--- src/rtl/vga_timing_gen_if.sv ---
`timescale 1ns/1ps
// Raster timing bundle from vga_timing_gen to the drawing stages and VGA connector.
// frame_count exists only when FRAME_CNT_EN is defined.
interface vga_timing_gen_if;
    logic [9:0]  hcount;
    logic [9:0]  vcount;
    logic        hsync;
    logic        vsync;
    logic        video_on;
    logic        pix_tick;
    logic        frame_tick;
`ifdef FRAME_CNT_EN
    logic [15:0] frame_count;
`endif

    // Free-running strobes with no back-pressure: consumers sample on pix_tick/frame_tick.
    modport master (
`ifdef FRAME_CNT_EN
        output frame_count,
`endif
        output hcount, output vcount, output hsync, output vsync,
        output video_on, output pix_tick, output frame_tick
    );

    modport slave (
`ifdef FRAME_CNT_EN
        input frame_count,
`endif
        input hcount, input vcount, input hsync, input vsync,
        input video_on, input pix_tick, input frame_tick
    );
endinterface

--- src/rtl/vga_timing_gen.sv ---
`timescale 1ns/1ps
// vga_timing_gen: VGA raster counters, active-low syncs, pixel-enable and frame strobes.
// Optional macro FRAME_CNT_EN adds a 16-bit wrapping frame counter.
module vga_timing_gen #(
    parameter int H_VISIBLE = 640,
    parameter int H_FP      = 16,
    parameter int H_SYNC    = 96,
    parameter int H_BP      = 48,
    parameter int V_VISIBLE = 480,
    parameter int V_FP      = 10,
    parameter int V_SYNC    = 2,
    parameter int V_BP      = 33,
    parameter int CLK_DIV   = 2
) (
    input  logic             clk,
    input  logic             reset,
    vga_timing_gen_if.master vga
);

    localparam int H_TOTAL = H_VISIBLE + H_FP + H_SYNC + H_BP;
    localparam int V_TOTAL = V_VISIBLE + V_FP + V_SYNC + V_BP;
    localparam int DIV_W   = (CLK_DIV > 1) ? $clog2(CLK_DIV) : 1;

    localparam logic [DIV_W-1:0] DIV_LAST = DIV_W'(CLK_DIV - 1);
    localparam logic [9:0] H_LAST   = 10'(H_TOTAL - 1);
    localparam logic [9:0] V_LAST   = 10'(V_TOTAL - 1);
    localparam logic [9:0] H_VIS    = 10'(H_VISIBLE);
    localparam logic [9:0] V_VIS    = 10'(V_VISIBLE);
    localparam logic [9:0] HS_START = 10'(H_VISIBLE + H_FP);
    localparam logic [9:0] HS_END   = 10'(H_VISIBLE + H_FP + H_SYNC);
    localparam logic [9:0] VS_START = 10'(V_VISIBLE + V_FP);
    localparam logic [9:0] VS_END   = 10'(V_VISIBLE + V_FP + V_SYNC);

    logic [DIV_W-1:0] div;
    logic             pix_tick;
    logic [9:0]       h_q, v_q;
    logic [9:0]       h_nx, v_nx;
    logic             hs_q, vs_q, vo_q, ft_q;
    logic             hs_nx, vs_nx, vo_nx, ft_nx;

    assign pix_tick = (div == DIV_LAST);

    // Next raster position and its decodes; only latched on a pix_tick edge,
    // so sync/video_on always describe the position they are registered with.
    always_comb begin
        h_nx = h_q + 10'd1;
        v_nx = v_q;
        if (h_q == H_LAST) begin
            h_nx = '0;
            v_nx = (v_q == V_LAST) ? '0 : v_q + 10'd1;
        end
        hs_nx = !((h_nx >= HS_START) && (h_nx < HS_END));
        vs_nx = !((v_nx >= VS_START) && (v_nx < VS_END));
        vo_nx = (h_nx < H_VIS) && (v_nx < V_VIS);
        ft_nx = (h_nx == '0) && (v_nx == V_VIS);
    end

    always_ff @(posedge clk or negedge reset) begin
        if (!reset) begin
            div  <= '0;
            h_q  <= '0;
            v_q  <= '0;
            hs_q <= 1'b1;
            vs_q <= 1'b1;
            vo_q <= 1'b1;
            ft_q <= 1'b0;
        end else begin
            ft_q <= 1'b0;
            if (pix_tick) begin
                div  <= '0;
                h_q  <= h_nx;
                v_q  <= v_nx;
                hs_q <= hs_nx;
                vs_q <= vs_nx;
                vo_q <= vo_nx;
                ft_q <= ft_nx;
            end else begin
                div <= div + DIV_W'(1);
            end
        end
    end

`ifdef FRAME_CNT_EN
    logic [15:0] frame_cnt_q;

    always_ff @(posedge clk or negedge reset) begin
        if (!reset) begin
            frame_cnt_q <= '0;
        end else if (pix_tick && ft_nx) begin
            frame_cnt_q <= frame_cnt_q + 16'd1;
        end
    end

    assign vga.frame_count = frame_cnt_q;
`endif

    assign vga.hcount     = h_q;
    assign vga.vcount     = v_q;
    assign vga.hsync      = hs_q;
    assign vga.vsync      = vs_q;
    assign vga.video_on   = vo_q;
    assign vga.pix_tick   = pix_tick;
    assign vga.frame_tick = ft_q;

endmodule

--- src/flat_wrapper.sv ---
// flat-port wrapper written by rule: the top's interface ports become plain ports
module vga_timing_gen_flat 
#(
    parameter int H_VISIBLE = 640,
    parameter int H_FP      = 16,
    parameter int H_SYNC    = 96,
    parameter int H_BP      = 48,
    parameter int V_VISIBLE = 480,
    parameter int V_FP      = 10,
    parameter int V_SYNC    = 2,
    parameter int V_BP      = 33,
    parameter int CLK_DIV   = 2
)
  (clk, reset, vga_hcount, vga_vcount, vga_hsync, vga_vsync, vga_video_on, vga_pix_tick, vga_frame_tick);
  vga_timing_gen_if vga_i ();
  input  logic clk;
  input  logic reset;
  output wire logic [$bits(vga_i.hcount)-1:0] vga_hcount;
  output wire logic [$bits(vga_i.vcount)-1:0] vga_vcount;
  output wire logic [$bits(vga_i.hsync)-1:0] vga_hsync;
  output wire logic [$bits(vga_i.vsync)-1:0] vga_vsync;
  output wire logic [$bits(vga_i.video_on)-1:0] vga_video_on;
  output wire logic [$bits(vga_i.pix_tick)-1:0] vga_pix_tick;
  output wire logic [$bits(vga_i.frame_tick)-1:0] vga_frame_tick;
  assign vga_hcount = vga_i.hcount;
  assign vga_vcount = vga_i.vcount;
  assign vga_hsync = vga_i.hsync;
  assign vga_vsync = vga_i.vsync;
  assign vga_video_on = vga_i.video_on;
  assign vga_pix_tick = vga_i.pix_tick;
  assign vga_frame_tick = vga_i.frame_tick;
  vga_timing_gen #(.H_VISIBLE(H_VISIBLE), .H_FP(H_FP), .H_SYNC(H_SYNC), .H_BP(H_BP), .V_VISIBLE(V_VISIBLE), .V_FP(V_FP), .V_SYNC(V_SYNC), .V_BP(V_BP), .CLK_DIV(CLK_DIV)) u_core (.clk(clk), .reset(reset), .vga(vga_i));
endmodule
--- config.mk ---
export PLATFORM = sky130hd
export DESIGN_NAME = vga_timing_gen_flat
export DESIGN_NICKNAME = d
export VERILOG_FILES = /design/src/rtl/vga_timing_gen_if.sv /design/src/rtl/vga_timing_gen.sv /design/src/flat_wrapper.sv
export SDC_FILE = /design/constraint.sdc
export NUM_CORES = 1
export LEC_CHECK = 0
export ABC_CLOCK_PERIOD_IN_PS = 2400
export BUFFER_PORTS_ARGS = -buffer_cell sky130_fd_sc_hd__buf_2
export CORE_UTILIZATION = 50
export CTS_CLUSTER_SIZE = 25
export DETAILED_ROUTE_END_ITERATION = 7
export PLACE_DENSITY = 0.79
export SETUP_SLACK_MARGIN = 0.3
export SYNTH_ARGS = -nofsm -noshare
export SYNTH_HDL_FRONTEND = slang
export SYNTH_SLANG_ARGS = --single-unit
export TNS_END_PERCENT = 10
--- constraint.sdc ---
create_clock -name clk -period 2.4 [get_ports clk]
set_clock_uncertainty 0.2 [all_clocks]
set_input_delay 0.48 -clock clk [delete_from_list [all_inputs] [get_ports clk]]
set_output_delay 0.48 -clock clk [all_outputs]
set_load 0.03 [all_outputs]
# Word-level counts from Yosys, hierarchy flattened
# Index checks and enable logic that the tools add are counted.
[classes] n_addsub=3 magnitude_cmp=6 eq_ne=3 muxes=5 n_reduce_logical=7
[ops] op="$mux 10" n=3
[ops] op="$add 10x1->10 const B" n=2
[ops] op="$eq 10x10->1 const B" n=2
[ops] op="$lt 10x10->1 const B" n=2
[ops] op="$lt 10x9->1 const B" n=2
[ops] op="$eq 10x9->1 const B" n=1
[ops] op="$ge 10x10->1 const B" n=1
[ops] op="$ge 10x9->1 const B" n=1
[ops] op="$logic_not 10->1" n=1
[ops] op="$logic_and 1x1->1" n=4
[ops] op="$logic_not 1->1" n=2
[ops] op="$mux 1" n=2
[ops] op="$add 1x1->1 const B" n=1
[totals] regBits=25 out_inout_bits=25 word_cells=31

# Depth between registers and ports, before layout
# Gate-level depths: netlist (run 1).
[logic_depth] word_depth=6 depth_mapped=7 mapped_depth_nobuf=7

# Worst setup path before layout (run 1)
# No wires, ideal clock.
[synth_timing] kind="register to register" from="register u_core.h_q[0], in the netlist u_core.vga.hcount[0]" to="register u_core.vs_q, in the netlist u_core.vga.vsync" arrival_ns=2.450 slack_ns=-0.333 stages_incl_launch_ff=8 path_buffers=1 path_cell_list="dfrtp_1 -> ha_1 -> nand4_2 -> or3_1 -> buf_6 -> a211o_1 -> a211o_1 -> o32a_1"
[synth_between] elab_chain_len=5 word_cells_on_any_way=6 classes_between="2 x order compare; 1 x eq/ne; 1 x mux; 2 x reduce/logical"
[synth_rtl] item="start, declared" line_no="vga_timing_gen.sv:36" rtl="logic [9:0] h_q, v_q;"
[synth_rtl] item="start signal, assigned" line_no="vga_timing_gen.sv:71" rtl="h_q <= h_nx;"
[synth_rtl] item="$eq 10x10->1 (*)" line_no="vga_timing_gen.sv:48" rtl="if (h_q == H_LAST) begin"
[synth_rtl] item="$mux 10 (*)" line_no="vga_timing_gen.sv:48"
[synth_rtl] item="$ge 10x9->1 / $lt 10x9->1 (equally long branches)" line_no="vga_timing_gen.sv:53" rtl="vs_nx = !((v_nx >= VS_START) && (v_nx < VS_END));"
[synth_rtl] item="$logic_and 1x1->1 (*)" line_no="vga_timing_gen.sv:53"
[synth_rtl] item="$logic_not 1->1 (*)" line_no="vga_timing_gen.sv:53"
[synth_rtl] item="end signal, assigned" line_no="vga_timing_gen.sv:74" rtl="vs_q <= vs_nx;"
[synth_rtl] item="end, declared" line_no="vga_timing_gen.sv:38" rtl="logic hs_q, vs_q, vo_q, ft_q;"
# Every way passes the cells marked *; elsewhere a longest branch is shown, timed or not.
# A chain may end at the register's enable or synchronous reset.

# Worst setup path after layout (run 1)
[layout_timing] from="register u_core.v_q[4], in the netlist u_core.vga.vcount[4]" to="register u_core.vs_q, in the netlist u_core.vga.vsync"
[layout_between] elab_chain_len=6 word_cells_on_any_way=8 classes_between="1 x add/sub; 2 x order compare; 1 x eq/ne; 2 x mux; 2 x reduce/logical"
[layout_rtl] item="start, declared" line_no="vga_timing_gen.sv:36"
[layout_rtl] item="start signal, assigned" line_no="vga_timing_gen.sv:72" rtl="v_q <= v_nx;"
[layout_rtl] item="$add 10x1->10 / $eq 10x10->1 (equally long branches)" line_no="vga_timing_gen.sv:50" rtl="v_nx = (v_q == V_LAST) ? '0 : v_q + 10'd1;"
[layout_rtl] item="$mux 10" line_no="vga_timing_gen.sv:50"
[layout_rtl] item="$mux 10 (*)" line_no="vga_timing_gen.sv:48"
[layout_rtl] item="$ge 10x9->1 / $lt 10x9->1 (equally long branches)" line_no="vga_timing_gen.sv:53"
[layout_rtl] item="$logic_and 1x1->1 (*)" line_no="vga_timing_gen.sv:53"
[layout_rtl] item="$logic_not 1->1 (*)" line_no="vga_timing_gen.sv:53"
# Marked as above.

==> summary.md, run 1 <==
| Metric | Value |
|---|---|
| Outcome | finished clean |
| Utilization after layout | 67.3% |
| Setup CP Type | reg2reg |
| Placement Cell Area | 0.00213 mm² |
| RSZ-0062 raised after global routing | true |
| Top-count cell post-synth | dfrtp_1 |
| GR Layer Usage met1 | 40.2% |
| Slew Limit Fails | 0 |
| Mapped cell area | 0.00177 mm² |
| Worst reg2reg setup slack | 140 ps |
| Routed length per instance | 15.6 µm |
| Total GRT Usage | 26.1% |
| Number of buffers created by CTS | 3 |
| Max transition margin | 62.7% |
| Share of layout cells above drive strength 1 | 39.4% |
| RD Place Congestion | 0.910 |
| Ant. Diodes | 0 |
| CP max-delay cell | or4b_1 |
| Final Cycle Share | 94.2% |
| Static Leak | 0.985 nW |
| DRT Pass-1 Iters | 7 |
| Cell taking the most area after synthesis | dfrtp_1 |
| Root buffer cell | clkbuf_4 |
| Crit Path Max Fanout | 2 |
| Worst vdd ir | 0.178 mV |
| Total gr overflow | 0 |
| EDFF count, synth | 0 |
| Final setup margin | 140 ps |
| Fin cells | 297 |
| Max Freq | 0.443 GHz |
| Total power | 0.625 mW |
| Inst Count DP | 289 |
| Synth unique cells | 56 |
| Mean Syn Cell Area | 8.79 µm² |
| Iter 0 DRT Violations | 185 |
| Largest net degree at the start of global routing | 26 |
| Min-Delay Path Class | reg2reg |
| Worst-Margin Slew | 560 ps |
| DRC | 0 |
| Die Wd | 61.4 µm |
| Fill count | 286 |
| Max-Cap Viols | 0 |
| Worst hold path endpoint | u_core.vga.video_on |
| Gr busiest metal | met1 |
| Reg area | 638 µm² |
| M2 GR Usage | 39.0% |
| Grt met3 use | 3.36% |
| Port buffer count | 26 |
| RR Endpoint | u_core.vga.vsync |
| Final WL | 4.62 mm |
| Worst endpoint required time | 2460 ps |
| Kind of end point of the critical path | flip-flop |
| Core area | 0.00336 mm² |
| Design area | 0.00226 mm² |
| Critical Path Source Type | flip-flop |
| Reg2reg start | u_core.vga.vcount[4] |
| Initial Util | 52.5% |
| Vias in the first global route | 1522 |
| Most frequent cells after synthesis | 22 x dfrtp_1, 19 x nor2_1, 15 x o21ai_0, 12 x inv_1, 11 x xnor2_1 |
| Post-route antenna net violation count | 0 |
| Share of the synthesized area in the top cell type | 31.2% |
| Clock slew at reported path FFs | 140 ps |
| Crit path largest cell delay | 550 ps |
| Worst skew pair latency | 320 ps |
| Area Overhead vs Synth | 28.1% |
| Nets | 258 |
| Dominant cells by area after synthesis | dfrtp_1 31%, xnor2_1 5.5%, dfstp_2 4.5% |
| Critical path arrival | 2320 ps |
| Yosys Warn Count | 0 |
| Flops & latches, synth | 25 |
| Hold path start | u_core.vga.video_on |
| Reg2reg path depth | 5 |
| Multi-input logic area | 0.00110 mm² |
| Hold depth | 2 |
| Pre-CTS setup slack | -19.1 ps |
| Syn Nets | 207 |
| Post-Syn Instances | 201 |
| Initial antenna violation count | 0 |
| Pwr dens | 276 mW/mm² |
| Final-report setup violation count | 0 |
| FP Rows | 21 |
| H-tree depth | 1 |
| Sink Count | 25 |
| DIE AREA | 0.00377 mm² |
| CTS tree | done |
| Vias per cell | 6.15 |
| Io pins | 27 |
| Vias | 1826 |
| Dominant synthesized flop cell | dfrtp_1 |
| Seq/Total Area, Yosys | 35.6% |
| Ys async rst share | 100% |
| Cell Chain, Critical Path | or4b_1, or2_4, a2111oi_4, o22ai_2, o32a_1 |
| CTS Buffer Depth | 2 |
| Dpl hpwl | 3.18 mm |
| Die Span Y | 61.4 µm |
| Final Hold Viols | 0 |
| Fin crit period | 2260 ps |
| First-pass GRT wire length | 7.32 mm |
## worst max-delay path, delay by kind of cell, from the launching register on
family,cells,cell delay (ps)
AND/OR/NAND/NOR,2,840
AO/OA/AOI/OAI,3,730
flip-flops,1,420
## how the worst max path moves through the flow
| stage | slack [ps] | from | to | cells past startpoint |
|---|---|---|---|---|
| after floorplan | -40 | u_core.vga.vcount[0] | u_core.vga.vsync | 7 |
| after detailed placement | -20 | u_core.vga.vcount[1] | u_core.vga.vsync | 7 |
| final | 140 | u_core.vga.vcount[4] | u_core.vga.vsync | 5 |
| after global routing | 70 | u_core.vga.vcount[0] | u_core.vga.vsync | 7 |
| after CTS | 150 | u_core.vga.vcount[1] | u_core.vga.vsync | 8 |
| after global placement | 60 | u_core.vga.vcount[1] | u_core.vga.vsync | 7 |
## repair_timing
item,in CTS,in global routing
pin swaps,7,1
buffers inserted,3,0
hold buffers,1,0
cloned,0,0
resized for setup,10,8
setup endpoints to repair,12,13
endpoints found under the hold margin,22,0
## report_power, final
part	switching [mW]	leakage, nW	internal [mW]
registers	0	0.313	0.422
clock network	0.129	0.0150	0.0650
logic	0.00803	0.657	0.00163
total	0.137	0.985	0.488
## state kept, by name, summed over array words and instances (netlist names)
signal and count:
u_core.vga.hsync 1, u_core.vga.hcount 10, u_core.vga.video_on 1, u_core.vga.pix_tick 1, u_core.vga.frame_tick 1, u_core.vga.vcount 10, u_core.vga.vsync 1
## logic make-up (layout without fill, tap and decap cells)
| logic type | count (synthesis) | after routing | synth area share (%) |
|---|---|---|---|
| AND/OR/NAND/NOR | 74 | 74 | 24.8 |
| AO/OA/AOI/OAI | 57 | 57 | 22.0 |
| buffers and inverters | 26 | 76 | 6.80 |
| flip-flops | 25 | 25 | 35.6 |
| XOR/XNOR | 11 | 11 | 5.45 |
| adder cells (fa/ha/maj) | 4 | 4 | 2.83 |
| multiplexers | 4 | 4 | 2.48 |
## per-layer routing
metal	share of wire, %	routed length (µm)
met3	6.8	314
met4	0.71	33
met1	47	2190
met2	45	2090
met5	0	0
## layout make-up
cell class                      count  area share [%]
Multi-Input combinational cell    150            48.8
Sequential cell                    25            28.2
Timing Repair Buffer               60            17.3
Tap cell                           46            2.54
Inverter                           12            1.99
Clock buffer                        4            1.16
## layout by cell type, fill, tap and decap left out, drive strengths merged, types with 6 or more instances in the layout
cell / n
nand3: 7
o21ai: 15
nor2: 19
buf: 59
inv: 12
xnor2: 11
nand4: 8
dfrtp: 22
a211oi: 6
a21oi: 10
nand2: 9
## per-stage QoR
step	hold slack (ps)	TNS, ps
4_1_cts	306	0
3_5_place_dp	280	-19.1
3_3_place_gp	279	0
2_1_floorplan	-15.6	-71.4
5_1_grt	330	0
6_report	306	0
No activity file was read; power rests on OpenSTA's default activity.
==> inputs of run 2 (changes only) <==
--- a/config.mk
+++ b/config.mk
@@ -7,6 +7,7 @@
 export LEC_CHECK = 0
 export ABC_CLOCK_PERIOD_IN_PS = 2400
 export BUFFER_PORTS_ARGS = -buffer_cell sky130_fd_sc_hd__buf_2
+export CORE_ASPECT_RATIO = 1.5
 export CORE_UTILIZATION = 50
 export CTS_CLUSTER_SIZE = 25
 export DETAILED_ROUTE_END_ITERATION = 7
==> summary.md, run 2 (synthesis results as in run 1) <==
| Metric | Value |
|---|---|
| Worst reg2reg setup slack | 150 ps (about the same) |
| Kind of end point of the critical path | flip-flop |
| Largest net degree at the start of global routing | 26 (unchanged) |
| Pre-CTS setup slack | -43.2 ps (-24.1 ps) |
| Crit. Startpoint | u_core.vga.vcount[0] |
| Cts hold-fix bufs | 0 (-1) |
| Io pins | 27 (unchanged) |
| DRT Pass-1 Iters | 4 (-3) |
| Vias in the first global route | 1890 (+24%) |
| Total GRT Usage | 30.0% (+3.9 points) |
| Clock slew at reported path FFs | 90 ps (-50 ps) |
| CTS Buffer Depth | 2 (unchanged) |
| Die Span Y | 74.8 µm (+22%) |
| Reg area | 639 µm² (+0.20%) |
| DIE AREA | 0.00378 mm² (+0.14%) |
| Setup CP Type | reg2reg |
| Worst vdd ir | 0.290 mV (+63%) |
| Static Leak | 1.01 nW (+2.0%) |
| Final Hold Viols | 0 (unchanged) |
| Hold WS | 0.997 ps (-305 ps) |
| Sink Count | 25 (unchanged) |
| Area Overhead vs Synth | 30.7% |
| Core area | 0.00338 mm² (+0.59%) |
| Fin crit period | 2250 ps (-12.5 ps) |
| Share of layout cells above drive strength 1 | 40.6% (+1.1 points) |
| Post-route antenna net violation count | 0 (unchanged) |
| Iter 0 DRT Violations | 94 (-49%) |
| Multi-input logic area | 0.00111 mm² (+0.57%) |
| Min-Delay Path Class | in2async |
| Total gr overflow | 0 (unchanged) |
| Final Cycle Share | 93.6% (-0.52 points) |
| Crit Path Max Fanout | 2 (unchanged) |
| Port buffer count | 26 (unchanged) |
| Number of buffers created by CTS | 3 (unchanged) |
| Initial antenna violation count | 0 (unchanged) |
| Final-report setup violation count | 0 (unchanged) |
| FP Rows | 26 (+24%) |
| Pwr dens | 295 mW/mm² (+6.8%) |
| Most common cell after layout, fill and taps aside | buf_4 |
| Max-Cap Viols | 0 (unchanged) |
| H-tree depth | 1 (unchanged) |
| Max transition margin | 61.6% (-1.1 points) |
| Critical path arrival | 2250 ps (-70 ps) |
| Most frequent cells in the layout | 35 x buf_4, 26 x buf_2, 19 x nor2_1 |
| Nets | 261 (+1.2%) |
| CTS tree | done |
| Reg2reg path depth | 7 (+2) |
| First-pass GRT wire length | 8.66 mm (+18%) |
| Die Wd | 50.5 µm (-18%) |
| Max Freq | 0.445 GHz (+0.55%) |
| Initial Util | 52.2% (-0.31 points) |
| Reg2reg start | u_core.vga.vcount[0] |
| Routed length per instance | 17.3 µm (+11%) |
| Slew Limit Fails | 0 (unchanged) |
| RD Place Congestion | 0.886 (-2.7%) |
| DRC | 0 (unchanged) |
| Fill count | 286 (unchanged) |
| Dpl hpwl | 3.52 mm (+10%) |
| Vias | 1894 (+3.7%) |
| Root buffer cell | clkbuf_8 |
| Worst endpoint required time | 2400 ps (-60 ps) |
| Worst skew pair latency | 260 ps (-60 ps) |
| Worst-Margin Slew | 576 ps (+16.6 ps) |
| Vias per cell | 6.40 (+4.1%) |
| Final setup margin | 153 ps (+12.5 ps) |
| Critical Path Source Type | flip-flop |
| RSZ-0062 raised after global routing | true |
| Outcome | finished clean |
| RR Endpoint | u_core.vga.vsync |
| Final WL | 5.12 mm (+11%) |
| Ant. Diodes | 0 (unchanged) |
[run 2: per-layer routing]
metal	share of wire, %	GRT usage (%)
met2	53	54.1
met3	5.9	4.44
met1	37	33.4
met5	0	0
met4	4.1	17.6
[run 2: worst max-delay path by stage]
stage / to / slack, ps / cells past startpoint
2_1_floorplan: u_core.vga.vsync / -40 / 7
3_3_place_gp: u_core.vga.vsync / 20 / 5
3_5_place_dp: u_core.vga.vsync / -40 / 7
4_1_cts: u_core.vga.vsync / 170 / 7
5_1_grt: u_core.vga.vsync / 90 / 7
6_report: u_core.vga.vsync / 150 / 7
[run 2: final cells by class]
type	instances	area share, %
Multi-Input combinational cell	150	48.1
Sequential cell	25	27.7
Timing Repair Buffer	63	18.0
Tap cell	42	2.28
Clock buffer	4	1.95
Inverter	12	1.95
[run 2: critical path, cell delays in order (launching register included)]
cell,delay [ps]
dfrtp_2,420
inv_2,60
ha_1,130
or3b_4,390
or2_4,260
a2111oi_4,310
o22ai_2,120
o32a_1,300
[run 2: metrics by stage]
| stage | instance area [µm²] | setup TNS [ps] | power [mW] | utilization (%) | instances |
|---|---|---|---|---|---|
| floorplan | 1790 | -71.4 | 0.429 | - | 201 |
| global placement | 2140 | 0 | 0.438 | 63.2 | 287 |
| detailed placement | 2140 | -43.2 | 0.439 | 63.2 | 287 |
| CTS | 2300 | 0 | 0.686 | 67.9 | 296 |
| global route | 2310 | 0 | 0.712 | 68.2 | 296 |
| finish | 2310 | 0 | 0.681 | 68.2 | 296 |
[run 2: what timing repair did]
item / CTS / global route
buffers inserted: 5 / 0
setup endpoints to repair: 9 / 13
pin swaps: 8 / 1
resized for setup: 16 / 4
[run 2: power by group]
part	internal, mW	switching [mW]
logic	0.000582	0.00814
clock network	0.119	0.132
registers	0.421	0
total	0.540	0.140
==> inputs of run 3 (changes only) <==
--- a/config.mk
+++ b/config.mk
@@ -11,7 +11,7 @@
 export CORE_UTILIZATION = 50
 export CTS_CLUSTER_SIZE = 25
 export DETAILED_ROUTE_END_ITERATION = 7
-export PLACE_DENSITY = 0.79
+export PLACE_DENSITY = 0.74
 export SETUP_SLACK_MARGIN = 0.3
 export SYNTH_ARGS = -nofsm -noshare
 export SYNTH_HDL_FRONTEND = slang
==> summary.md, run 3 (synthesis results as in run 1) <==
| Metric | Value |
|---|---|
| Initial Util | 52.2% (unchanged) |
| DRC | 0 (unchanged) |
| First-pass GRT wire length | 7.95 mm (-8.2%) |
| Ant. Diodes | 0 (unchanged) |
| Final-report setup violation count | 0 (unchanged) |
| Reg area | 638 µm² (-0.20%) |
| Final Cycle Share | 96.0% (+2.4 points) |
| Reg2reg start | u_core.vga.vcount[0] |
| Design area | 0.00228 mm² (-1.1%) |
| Number of buffers created by CTS | 3 (unchanged) |
| Iter 0 DRT Violations | 75 (-20%) |
| H-tree depth | 1 (unchanged) |
| Static Leak | 1.00 nW (-0.46%) |
| Critical Path End | u_core.vga.vsync |
| Max transition margin | 60.1% (-1.5 points) |
| CTS tree | done |
| Crit. Startpoint | u_core.vga.vcount[0] |
| Cell Chain, Critical Path | inv_2, ha_1, or3b_4, buf_6, nor4_4, o2111a_1, o22ai_2, o32a_1 |
| Critical Path Source Type | flip-flop |
| Worst vdd ir | 0.285 mV (-1.6%) |
| Crit Path Max Fanout | 4 (+2) |
| Total power | 0.684 mW (+0.50%) |
| Total GRT Usage | 27.9% (-2.2 points) |
| Setup CP Type | reg2reg |
| Crit path largest cell delay | 420 ps (about the same) |
| CTS Buffer Depth | 2 (unchanged) |
| DRT Pass-1 Iters | 4 (unchanged) |
| Kind of end point of the critical path | flip-flop |
| Final WL | 5.05 mm (-1.3%) |
| Worst skew pair latency | 270 ps (about the same) |
| Routed length per instance | 17.1 µm (-1.3%) |
| Port buffer count | 26 (unchanged) |
| RD Place Congestion | 0.967 (+9.2%) |
| Hold WS | 3.18 ps (+2.18 ps) |
| Vias per cell | 6.08 (-5.0%) |
| Die Wd | 50.5 µm (unchanged) |
| Post-route antenna net violation count | 0 (unchanged) |
| Fill count | 294 (+2.8%) |
| Max-Cap Viols | 0 (unchanged) |
| Core area | 0.00338 mm² (unchanged) |
| Utilization after layout | 67.5% (-0.74 points) |
| Area Overhead vs Synth | 29.2% |
| Fin crit period | 2300 ps (+56.4 ps) |
| Dpl hpwl | 3.59 mm (+2.0%) |
| Min-Delay Path Class | in2async |
| DIE AREA | 0.00378 mm² (unchanged) |
| Critical path arrival | 2310 ps (+60 ps) |
| Slew Limit Fails | 0 (unchanged) |
| Clock slew at reported path FFs | 90 ps (about the same) |
| Setup_tns | 0 ps (unchanged) |
| Worst reg2reg setup slack | 100 ps (-60 ps) |
| Worst endpoint required time | 2410 ps (about the same) |
| Share of layout cells above drive strength 1 | 39.0% (-1.6 points) |
| Pwr dens | 300 mW/mm² (+1.6%) |
| RSZ-0062 raised after global routing | true |
| Outcome | finished clean |
| Die Span Y | 74.8 µm (unchanged) |
| Multi-input logic area | 0.00109 mm² (-1.9%) |
| Worst-Margin Slew | 598 ps (+22.0 ps) |
| Initial antenna violation count | 0 (unchanged) |
| Io pins | 27 (unchanged) |
| Final Hold Viols | 0 (unchanged) |
| Vias in the first global route | 1766 (-6.6%) |
| Total gr overflow | 0 (unchanged) |
| Sink Count | 25 (unchanged) |
| Placement Cell Area | 0.00215 mm² (+0.70%) |
| Root buffer cell | clkbuf_8 |
| FP Rows | 26 (unchanged) |
| Most common cell after layout, fill and taps aside | buf_4 |
| Largest net degree at the start of global routing | 26 (unchanged) |
| Max Freq | 0.434 GHz (-2.4%) |
| Reg2reg path depth | 8 (+1) |
| Most frequent cells in the layout | 36 x buf_4, 26 x buf_2, 19 x nor2_1 |
| Vias | 1800 (-5.0%) |
| RR Endpoint | u_core.vga.vsync |
| Nets | 261 (unchanged) |
| CP max-delay cell | dfrtp_2 |
[run 3: power breakdown]
| part | internal [mW] | switching (mW) | leakage [nW] |
|---|---|---|---|
| sequential | 0.421 | 0 | 0.313 |
| clock | 0.116 | 0.138 | 0.0255 |
| combinational | 0.000583 | 0.00845 | 0.662 |
| total | 0.538 | 0.146 | 1.00 |
[run 3: worst min-delay path by stage]
stage | to | depth (start not counted)
global route | u_core.vga.vcount[6] | 1
finish | u_core.vga.hcount[4] | 1
floorplan | u_core.vga.frame_tick | 0
global placement | u_core.vga.hsync | 2
CTS | u_core.vga.hcount[7] | 1
detailed placement | u_core.vga.video_on | 2
[run 3: layer usage]
layer / global-route usage (%) / part of all wire, % / routed length, µm / vias to the layer above
met1: 27.9 / 37 / 1850 / 845
met3: 2.83 / 4.7 / 239 / 20
met5: 0 / 0 / 0 / -
met4: 13.6 / 3.5 / 179 / 0
li1: - / - / - / 860
met2: 56.0 / 55 / 2780 / 75
[run 3: repair_timing]
item,in CTS,in global routing
resized for setup,11,2
endpoints found under the hold margin,0,0
endpoints found under the setup margin,8,13
setup buffers,3,0
hold buffers,0,0
pin swaps,8,1
[run 3: stage by stage]
stage	setup WS (ps)	instances
4_1_cts	144	296
6_report	96.5	296
3_3_place_gp	53.6	289
3_5_place_dp	21.4	289
5_1_grt	11.6	296
2_1_floorplan	-38.6	201
[run 3: final cells by class]
cell class / count / area share, %
clock inverter: 1 / 0.219
tap: 42 / 2.30
multi-input combinational: 150 / 47.7
inverter: 12 / 1.97
clock buffer: 3 / 1.81
sequential: 25 / 27.9
timing repair buffer: 63 / 18.0
[run 3: critical path: cells and delay by family, from the launching register on]
family,cells,cell delay [ps]
AO/OA/AOI/OAI,3,660
AND/OR/NAND/NOR,2,620
flip-flops,1,420
adder cells (fa/ha/maj),1,130
buffers and inverters,2,200
